<file path="config.mk">
export PLATFORM = sky130hd
export DESIGN_NAME = preg_free_list
export DESIGN_NICKNAME = d
export VERILOG_FILES = /design/src/rtl/preg_free_list.sv
export SDC_FILE = /design/constraint.sdc
export NUM_CORES = 1
export LEC_CHECK = 0
export CORE_MARGIN = 1.5
export CORE_UTILIZATION = 30
export CTS_CLUSTER_DIAMETER = 100
export DETAILED_ROUTE_END_ITERATION = 6
export GPL_ROUTABILITY_DRIVEN = 1
export GPL_TIMING_DRIVEN = 0
export PLACE_DENSITY = 0.53
export SLEW_MARGIN = 20
export SYNTH_ARGS = -nofsm -noshare
export SYNTH_HDL_FRONTEND = slang
export SYNTH_SLANG_ARGS = --single-unit
</file>
<file path="constraint.sdc">
create_clock -name clk -period 12 [get_ports clk]
set_clock_uncertainty 0.1 [all_clocks]
set_input_delay 2.4 -clock clk [delete_from_list [all_inputs] [get_ports clk]]
set_output_delay 2.4 -clock clk [all_outputs]
set_load 0.01 [all_outputs]
</file>
<file path="src/rtl/preg_free_list.sv">
// Free list of physical register tags between ROB commit and Rename: a show-ahead
// circular FIFO of free tags plus a membership bitmap that catches double, late and overflowing frees.
module preg_free_list #(
    parameter int NUM_PREGS = 64,
    parameter int NUM_ARCH  = 32,
    parameter int DEPTH     = NUM_PREGS - NUM_ARCH,
    parameter int PREG_W    = $clog2(NUM_PREGS)
) (
    input  logic              clk,
    input  logic              rst,
    output logic              alloc_valid_o,
    output logic [PREG_W-1:0] alloc_preg_o,
    input  logic              alloc_i,
    input  logic              free_valid_i,
    input  logic [PREG_W-1:0] free_preg_i,
    output logic [PREG_W:0]   count_o,
    output logic              err_o
);

    localparam int PTR_W = $clog2(DEPTH);
    localparam logic [PREG_W:0]   CNT_FULL = (PREG_W+1)'(DEPTH);
    localparam logic [PREG_W:0]   CNT_ONE  = (PREG_W+1)'(1);
    localparam logic [PREG_W:0]   CNT_ZERO = (PREG_W+1)'(0);
    localparam logic [PTR_W-1:0]  PTR_ONE  = PTR_W'(1);
    localparam logic [PTR_W-1:0]  PTR_ZERO = PTR_W'(0);
    localparam logic [PREG_W-1:0] TAG_ZERO = PREG_W'(0);

    logic [PREG_W-1:0]    mem_r [DEPTH];
    logic [PTR_W-1:0]     head_r;
    logic [PTR_W-1:0]     tail_r;
    logic [PREG_W:0]      cnt_r;
    logic [NUM_PREGS-1:0] free_map_r;
    logic                 err_r;

    logic                 alloc_valid_s;
    logic [PREG_W-1:0]    head_tag_s;
    logic                 pop_s;
    logic                 tag_live_s;
    logic                 in_map_s;
    logic                 full_s;
    logic                 free_ok_s;
    logic                 free_err_s;
    logic [PREG_W:0]      cnt_nxt_s;
    logic [NUM_PREGS-1:0] map_nxt_s;

    // Pop/push decisions and next count/bitmap; a pop at full makes room for a same-cycle free.
    always_comb begin
        alloc_valid_s = (cnt_r != CNT_ZERO);
        head_tag_s    = mem_r[head_r];
        pop_s         = alloc_i && alloc_valid_s;
        tag_live_s    = (free_preg_i != TAG_ZERO);
        in_map_s      = free_map_r[free_preg_i];
        full_s        = (cnt_r == CNT_FULL);
        free_ok_s     = free_valid_i && tag_live_s && !in_map_s && (!full_s || pop_s);
        free_err_s    = free_valid_i && tag_live_s && (in_map_s || (full_s && !pop_s));

        case ({pop_s, free_ok_s})
            2'b10:   cnt_nxt_s = cnt_r - CNT_ONE;
            2'b01:   cnt_nxt_s = cnt_r + CNT_ONE;
            default: cnt_nxt_s = cnt_r;
        endcase

        // Popped and freed tags never coincide when free_ok_s is set (the popped tag is still mapped).
        map_nxt_s              = free_map_r;
        map_nxt_s[head_tag_s]  = free_map_r[head_tag_s] & ~pop_s;
        map_nxt_s[free_preg_i] = map_nxt_s[free_preg_i] | free_ok_s;
    end

    // State registers; reset loads tags NUM_ARCH..NUM_PREGS-1 as the initial free pool.
    always_ff @(posedge clk or posedge rst) begin
        if (rst) begin
            for (int i = 0; i < DEPTH; i++) begin
                mem_r[i] <= PREG_W'(NUM_ARCH + i);
            end
            for (int p = 0; p < NUM_PREGS; p++) begin
                free_map_r[p] <= (p >= NUM_ARCH);
            end
            head_r <= PTR_ZERO;
            tail_r <= PTR_ZERO;
            cnt_r  <= CNT_FULL;
            err_r  <= 1'b0;
        end else begin
            if (free_ok_s) begin
                mem_r[tail_r] <= free_preg_i;
                tail_r        <= tail_r + PTR_ONE;
            end
            if (pop_s) begin
                head_r <= head_r + PTR_ONE;
            end
            cnt_r      <= cnt_nxt_s;
            free_map_r <= map_nxt_s;
            err_r      <= err_r | free_err_s;
        end
    end

    assign alloc_valid_o = alloc_valid_s;
    assign alloc_preg_o  = head_tag_s;
    assign count_o       = cnt_r;
    assign err_o         = err_r;

    preg_free_list_chk #(
        .NUM_PREGS (NUM_PREGS),
        .DEPTH     (DEPTH),
        .PREG_W    (PREG_W)
    ) u_chk (
        .clk      (clk),
        .rst      (rst),
        .cnt      (cnt_r),
        .free_map (free_map_r)
    );

endmodule

// Structural invariants of the free list: bounded count, bitmap agrees with count, x0 never free.
module preg_free_list_chk #(
    parameter int NUM_PREGS = 64,
    parameter int DEPTH     = 32,
    parameter int PREG_W    = 6
) (
    input logic                 clk,
    input logic                 rst,
    input logic [PREG_W:0]      cnt,
    input logic [NUM_PREGS-1:0] free_map
);

    a_cnt_bound: assert property (@(posedge clk) disable iff (rst)
        cnt <= (PREG_W+1)'(DEPTH));

    a_map_count: assert property (@(posedge clk) disable iff (rst)
        $countones(free_map) == int'(cnt));

    a_x0_never_free: assert property (@(posedge clk) disable iff (rst)
        free_map[0] == 1'b0);

endmodule

</file>
; Word level (Yosys, flattened, before mapping)
; Index checks and enable logic that the tools add are counted.
; Widths: inputs -> output; s select.
[word_totals]
ff_bits = 274
word_cells = 93
[classes]
add_sub_neg = 4
magnitude_cmp = 7
n_eq_ne = 3
n_mux = 19
n_bitwise = 6
n_reduce_logical = 17
[op_table]
columns = operator, count
row1 = $bwmux 192, 1
row2 = $bwmux 64, 2
row3 = $bmux 6 s5, 1
row4 = $demux 6 s5, 1
row5 = $bmux 1 s6, 3
row6 = $mux 6, 3
row7 = $lt 6x7->1 const B, 2
row8 = $pmux 7 s2, 1
row9 = $demux 1 s6, 2
row10 = $ge 6x1->1 const B, 2
row11 = $ge 6x6->1 const B, 2
row12 = $not 5->6, 2
row13 = $add 5x1->5 const B, 2
row14 = $logic_and 1x1->1, 9
row15 = $add 7x1->7 const B, 1
row16 = $eq 7x6->1 const B, 1
row17 = $reduce_bool 7->1, 1
row18 = $sub 7x1->7 const B, 1
row19 = $lt 6x1->1 const B, 1
row20 = $reduce_bool 6->1, 1
row21 = $mux 1, 5
row22 = $logic_not 1->1, 3
row23 = $eq 2x1->1 const B, 1
row24 = $eq 2x2->1 const B, 1
row25 = other kinds (5), 7

; Logic depth before layout (Yosys ltp)
; Gate-level depths: netlist of the first run.
[logic_depth]
depth_word = 13
depth_mapped = 22
mapped_depth_nobuf = 19

; Worst setup path before layout of the first run
; Ideal clock, no wire load.
[synth_timing]
path_kind = input port to flip-flop
from = input free_preg_i[1]
to = register cnt_r[6], in the netlist count_o[6]
setup_time_ps = 126
t_arrival_ps = 6209
required_ps = 11774
setup_slack_ps = 5565
cell_stages = 20
n_path_buf = 3
cell_sequence = clkbuf_1 -> clkbuf_1 -> mux2_2 -> a32oi_1 -> o21ai_0 -> o21ai_0 -> o311ai_0 -> nor4_1 -> clkbuf_1 -> ha_1 -> inv_1 -> fa_1 -> a21oi_1 -> nor2_1 -> nor2_1 -> o21bai_1 -> a21oi_1 -> xnor2_1 -> nor2_1 -> xor2_1
[synth_via]
elab_chain_cells = 7
[synth_rtl]
columns = item, line
row1 = start: declaration, 15  ; input logic [PREG_W-1:0] free_preg_i,
row2 = $bmux 1 s6, 52  ; in_map_s = free_map_r[free_preg_i];
row3 = $mux 1 (implied by the code), 52
row4 = $logic_not 1->1, 54  ; free_ok_s = free_valid_i && tag_live_s && !in_map_s && (!full_s || pop_s);
row5 = $logic_and 1x1->1 * (2 in series), 54
row6 = via free_ok_s, 41  ; logic free_ok_s;
row7 = $eq 2x1->1 or $eq 2x2->1 (tied branches), 57  ; case ({pop_s, free_ok_s})
row8 = $pmux 7 s2 or $reduce_bool 2->1 (tied branches), --
row9 = end signal: assignment, 90  ; cnt_r <= cnt_nxt_s;
row10 = end: declaration, 31  ; logic [PREG_W:0] cnt_r;
; The timed path passes the listed nets; every way through them passes the cells marked *. The select of a mux whose other input is x is not followed.
; A chain may end at the register's enable or synchronous reset.

; Worst setup path in the final report of the first run
[layout_timing]
from = input free_preg_i[2]
to = register cnt_r[6], in the netlist count_o[6]
; Same word-level chain as after synthesis.

==> summary.md, run 1 <==
| Metric | Value |
|---|---|
| RSZ-0062 raised after global routing | `false` |
| Startpoint types | `primary input` |
| Layout cell share with drive strength beyond 1 | `0.343` |
| Crit-path cells | `clkdlybuf4s50_1 -> buf_1 -> buf_1 -> clkbuf_1 -> nand3b_1 -> a21oi_1 -> o21ai_0 -> o311ai_0 -> nor4_1 -> clkbuf_1 -> ha_1 -> inv_1 -> fa_1 -> a21oi_1 -> nor2_1 -> nor2_1 -> o21bai_1 -> a21oi_1 -> xnor2_1 -> nor2_1 -> xor2_1` |
| Top cell type's share of synthesized area | `0.238` |
| Antenna violation net count after detailed routing | `0` |
| Row Count | `84` |
| Number of clock buffers inserted by TritonCTS | `31` |
| Post-Route WL | `about 60 mm` |
| Critical Path AT | `approximately 8.8 ns` |
| Via-to-Cell Ratio | `approximately 5.8` |
| Die height | `about 230 µm` |
| Async SR Flop Fraction | `1.00` |
| CP endpoint kind | `flop` |
| Fin Setup TNS | `0 ns` |
| # IOs | `25` |
| Inserted Diodes | `0` |
| P&R area growth vs syn | `14.0%` |
| Total track usage | `0.217` |
| Most common cell in the netlist | `mux2_2` |
| # hold bufs at CTS | `0` |
| Post-synthesis sequential area ratio | `0.440` |
| Final net count | `approximately 1500` |
| CP max FO | `10` |
| CTS H-tree lvls | `1` |
| Area of the core | `between 0.05 and 0.06 mm²` |
| Maximum vdd ir drop | `155 µV` |
| Ys Warns | `0` |
| Most area-consuming cells after synthesis | `dfstp_2 (24%), dfrtp_1 (20%), mux2_2 (15%)` |
| Unique masters post-synth | `82` |
| Largest net degree at the start of global routing | `between 100 and 150` |
| Initial core utilization | `0.304` |
| Worst Max-Slew Pin Slew | `about 1.2 ns` |
| Leakage power | `~7.1 nW` |
| TritonCTS Sinks | `around 270` |
| Power per Cell Area | `approximately 300 mW/mm²` |
| Hold Path Class | `reg2reg` |
| Initial DRC count | `1559` |
| Endpoints failing setup | `0` |
| Synth Register Bits | `274` |
| Slowest stage cell, crit path | `buf_1` |
| Syn Inst Count | `between 1000 and 1500` |
| Detailed Place HPWL | `41.4 mm` |
| Postcts setup bufs | `0` |
| DR DRC count | `0` |
| Clock root cell | `clkbuf_16` |
| Overall Power | `approximately 0.0056 W` |
| Detailed Routing Iterations Pass 1 | `5` |
| Fill count | `around 5200` |
| Leading area contributor after synthesis | `dfstp_2` |
| Part of the cycle the worst path needs | `0.697` |
| Dominant synthesized flop cell | `dfstp_2` |
| CTS tree | `yes` |
| Mapped Area | `0.0160 mm²` |
| Number of global-route vias before repair | `approximately 13000` |
| Post-synth net total | `1455` |
| Req. time, crit path | `roughly 12 ns` |
| Crit Path Class | `in2reg` |
| PortBufs | `22` |
| Worst skew pair latency | `roughly 0.63 ns` |
| Synth top cells by count | `mux2_2 (214), nand2_1 (173), dfstp_2 (145)` |
| Max Slew Vio Count | `0` |
| Status | `finished clean` |
| Maxcap violations | `0` |
| Final Hold Vio Count | `0` |
| EDFF count, synth | `0` |
| DIE WIDTH | `about 230 µm` |
| Relative slew slack | `0.169` |
| First-pass GRT wire length | `roughly 88 mm` |
| Gr ovfl total | `0` |
| Crit path time final | `about 8.4 ns` |
| CTS max path bufs | `3` |
| CP peak stage delay | `0.63 ns` |
| Max Clk Rate | `approximately 120 MHz` |
| Clock transition at path regs | `~0.060 ns` |
| Routed len/inst | `27.0 µm` |
| GPL Wtd Cong | `1.06` |
| PostCTS Resize Cnt | `0` |
| Syn avg cell area | `~11 µm²` |
| Die area | `about 0.055 mm²` |
| Initial antenna violation count | `1` |
| Via count | `around 13000` |
registers in the layout, summed over array words and instances (netlist names):
register,flops
count_o,7
err_o,1
free_map_r,64
head_r,5
mem_r,192
tail_r,5
layer usage:
metal | global-route usage | wire length [µm] | up-vias
li1 | - | - | 5453
met1 | 0.288 | 25200 | 6636
met2 | 0.341 | 26900 | 595
met3 | 0.0353 | 4070 | 198
met4 | 0.110 | 3420 | 2
met5 | 0 | 9 | -
layout by cell type (no fill, tap or decap), types with 7 or more instances in the layout:
cell type        instances
a21oi_1                 44
a221oi_1                34
a22oi_1                 26
a32oi_1                 26
and2_1                  10
buf_1                    9
buf_2                   17
clkbuf_1                90
clkbuf_16               31
clkbuf_8                 8
clkdlybuf4s50_1         22
clkinv_2                 7
dfrtp_1                129
dfstp_2                145
ha_1                    11
inv_1                   14
mux2_2                 214
mux2i_1                 54
mux4_2                  45
nand2_1                173
nand3_1                 24
nand3b_1                11
nand4_1                 13
nor2_1                  82
nor2b_1                 34
nor3_1                   8
o2111ai_1               10
o211ai_1                22
o21ai_0                 37
o22ai_1                 11
xnor2_1                 14
kinds of logic after synthesis:
kind of cell | after synthesis | share of synthesized area
and+or+nand+nor | 401 | 0.119
buffers and inverters | 136 | 0.0356
muxes | 316 | 0.250
DFF | 274 | 0.440
AOI/OAI and AO/OA | 277 | 0.137
xor gates and xnor gates | 17 | 0.00930
adders and majority gates | 12 | 0.00985
per-stage QoR:
step | setup slack (ns) | area, µm² | hold slack (ns) | cells | utilization
floorplan | 2.19 | 16000 | 0.372 | 1433 | -
global placement | -1.70 | 17100 | 0.382 | 2143 | 0.325
detailed placement | 3.16 | 17200 | 0.389 | 2145 | 0.326
CTS | 3.81 | 18300 | 0.403 | 2203 | 0.347
global route | 3.26 | 18300 | 0.417 | 2203 | 0.347
finish | 3.64 | 18300 | 0.400 | 2203 | 0.347
final cells by class:
| type | count | area [µm²] | area share |
|---|---|---|---|
| flip-flops and latches | 274 | 7040 | 0.386 |
| well taps | 688 | 861 | 0.0472 |
| repair buffers | 24 | 275 | 0.0151 |
| plain buffers | 117 | 498 | 0.0273 |
| clock buffers | 45 | 908 | 0.0498 |
| multi-input cells | 1023 | 8410 | 0.461 |
| inverters | 19 | 78.8 | 0.00432 |
| clock inverters | 13 | 184 | 0.0101 |
report_power, final:
part / internal, W / switching, W / total [W] / leakage, nW
clock: 0.000611 / 0.000421 / 0.00103 / 0.545
combinational: 0.00104 / 0.00180 / 0.00284 / 3.36
sequential: 0.00143 / 0.000281 / 0.00171 / 3.15
total: 0.00308 / 0.00250 / 0.00559 / 7.06
worst max-delay path: cells and delay by family:
family,cells,cell delay (ns)
simple gates,5,1.10
xor+xnor,2,0.28
buf+inv,6,2.98
fa+ha+maj,2,0.74
compound gates,6,1.24
final timing paths:
check | depth (start not counted) | from | end | slack [ns]
setup / recovery | 21 | free_preg_i[2] | count_o[6] | 3.64
hold / removal | 1 | mem_r[80] | mem_r[80] | 0.40
setup reg to reg | 17 | head_r[1] | free_map_r[23] | 5.61
hold reg to reg | 1 | mem_r[80] | mem_r[80] | 0.40
max in group asynchronous | 4 | rst | mem_r[6] | 8.16
min in group asynchronous | 2 | rst | free_map_r[29] | 2.18
No activity file was read; power rests on OpenSTA's default activity.
==> run 2: changes to the inputs <==
==> constraint.sdc (replaced) <==
create_clock -name clk -period 7.9 [get_ports clk]
set_clock_uncertainty 0.1 [all_clocks]
set_input_delay 1.58 -clock clk [delete_from_list [all_inputs] [get_ports clk]]
set_output_delay 1.58 -clock clk [all_outputs]
set_load 0.01 [all_outputs]
==> summary.md, run 2 (same netlist as run 1, synthesis figures left out) <==
| Metric | Value |
|---|---|
| CP endpoint kind | `flop` |
| Final Hold Vio Count | `0` |
| DR DRC count | `0` |
| Part of the cycle the worst path needs | `0.940` |
| Most frequent cells in the layout | `mux2_2 (214), nand2_1 (173), dfstp_2 (145)` |
| Via-to-Cell Ratio | `5.83` |
| Row Count | `84` |
| Antenna violation net count after detailed routing | `0` |
| Inserted Diodes | `0` |
| GPL Wtd Cong | `roughly 0.99` |
| Fin Setup TNS | `0 ns` |
| DIE WIDTH | `approximately 230 µm` |
| RSZ-0062 raised after global routing | `false` |
| CTS tree | `yes` |
| Clock network power share | `0.198` |
| Detailed Place HPWL | `about 44 mm` |
| Hold Crit Start | `mem_r[32]` |
| First-pass GRT wire length | `between 90 and 100 mm` |
| CP max FO | `10` |
| Placement Cell Area | `between 0.015 and 0.02 mm²` |
| Final Instance Count excl. Fillers | `roughly 2200` |
| DP Cell Count | `between 2000 and 2500` |
| Flop2flop setup slack | `1.29 ns` |
| Final net count | `1525` |
| Area taken by multi-input logic gates | `between 0.008 and 0.009 mm²` |
| Gate power share | `0.503` |
| Switching share of power | `0.448` |
| Max Slew Vio Count | `0` |
| # hold bufs at CTS | `0` |
| Number of clock buffers inserted by TritonCTS | `36` |
| Worst skew pair latency | `about 0.57 ns` |
| Cell Int Power | `0.00479 W` |
| P&R area growth vs syn | `16.0%` |
| PostCTS Resize Cnt | `0` |
| Total track usage | `0.226` |
| Final Util | `0.353` |
| Initial core utilization | `0.304` |
| PortBufs | `22` |
| Maxcap violations | `0` |
| Largest net degree at the start of global routing | `37` |
| CTS max path bufs | `3` |
| Fill count | `5271` |
| Number of global-route vias before repair | `around 13000` |
| Req. time, crit path | `around 8.3 ns` |
| Startpoint types | `primary input` |
| Leakage power | `7.19 nW` |
| Clock root cell | `clkbuf_16` |
| Gr ovfl total | `0` |
| Reg2reg start | `head_r[1]` |
| Max Clk Rate | `135 MHz` |
| Postcts setup bufs | `0` |
| Via count | `approximately 13000` |
| Clock transition at path regs | `about 0.050 ns` |
| Power per Cell Area | `around 470 mW/mm²` |
| Finished Cell Area | `~0.019 mm²` |
| Initial antenna violation count | `1` |
| Switch Pwr | `0.00390 W` |
| # IOs | `25` |
| Top reg by flops | `mem_r` |
| Worst Max-Slew Pin Slew | `roughly 1.1 ns` |
| Routed len/inst | `approximately 28 µm` |
| Post-Route WL | `about 61 mm` |
| Crit path time final | `7.42 ns` |
| Die area | `around 0.055 mm²` |
| Detailed Routing Iterations Pass 1 | `6` |
| Relative slew slack | `0.268` |
| Crit Path Class | `in2reg` |
| Layout cell share with drive strength beyond 1 | `0.351` |
| Die height | `approximately 230 µm` |
| Endpoints failing setup | `0` |
| Hold Path Class | `reg2reg` |
| Register area | `0.00704 mm²` |
| CTS H-tree lvls | `2` |
| Maximum vdd ir drop | `between 200 and 300 µV` |
| Critical Path Start | `free_preg_i[2]` |
| Initial DRC count | `between 1000 and 1500` |
| Commonest non-fill, non-tap cell in the layout | `mux2_2` |
| Status | `finished clean` |
| Max FFs per register | `192` |
| Critical Path AT | `~7.8 ns` |
| TritonCTS Sinks | `~270` |
| Area of the core | `~0.053 mm²` |
| Flop pwr share | `0.299` |
-- run 2: cell count changes in the layout (fill, tap and decap cells not counted), sizes merged --
| cell | change |
|---|---|
| buf | +7 |
| bufinv | -1 |
| inv | -2 |
| clkinv | +3 |
| clkinvlp | +3 |
| clkbuf | +6 |
-- run 2: power groups by stage --
stage / clock network [W] / logic, W / registers, W
final: 0.00172 / 0.00437 / 0.00260
after global routing: 0.00181 / 0.00457 / 0.00267
after CTS: 0.00175 / 0.00427 / 0.00258
after detailed placement: 0 / 0.00427 / 0.00260
after global placement: 0 / 0.00422 / 0.00258
after floorplan: 0 / 0.00283 / 0.00244
-- run 2: area by class of cell --
type | instances | area share
Multi-Input combinational cell | 1023 | 0.454
Sequential cell | 274 | 0.379
Clock buffer | 50 | 0.0557
Tap cell | 688 | 0.0464
Buffer | 117 | 0.0270
Timing Repair Buffer | 32 | 0.0230
Clock inverter | 16 | 0.0114
Inverter | 19 | 0.00404
-- run 2: worst max-delay path: stages --
cell             delay, ns
clkdlybuf4s50_1       0.54
buf_1                 0.63
clkbuf_2              0.54
clkbuf_1              0.47
nand3b_1              0.18
a21oi_1               0.10
o21ai_0               0.39
o311ai_0              0.29
nor4_1                0.58
clkbuf_1              0.57
ha_1                  0.30
inv_1                 0.14
fa_1                  0.43
a21oi_1               0.18
nor2_1                0.06
nor2_1                0.15
o21bai_1              0.08
a21oi_1               0.18
xnor2_1               0.15
nor2_1                0.07
xor2_1                0.16
-- run 2: worst paths after layout --
path / to / cells past startpoint
hold reg to reg: mem_r[32] / 1
setup reg to reg: free_map_r[46] / 17
max in group asynchronous: mem_r[31] / 7
hold / removal: mem_r[32] / 1
min in group asynchronous: free_map_r[46] / 2
setup / recovery: count_o[6] / 21
-- run 2: layer usage --
metal  part of all wire  global-route usage  wire, µm
met3              0.077              0.0495      4720
met1               0.42               0.299     26000
met4              0.041              0.0897      2530
met5                  0                   0         0
met2               0.46               0.359     28000
-- run 2: through the flow --
| stage | hold WS, ns | setup WS [ns] | total power, W |
|---|---|---|---|
| 3_3_place_gp | 0.380 | -0.310 | 0.00680 |
| 6_report | 0.400 | 0.476 | 0.00869 |
| 5_1_grt | 0.416 | 0.120 | 0.00905 |
| 3_5_place_dp | 0.389 | -0.296 | 0.00687 |
| 2_1_floorplan | 0.372 | 2.28 | 0.00527 |
| 4_1_cts | 0.401 | 0.287 | 0.00860 |
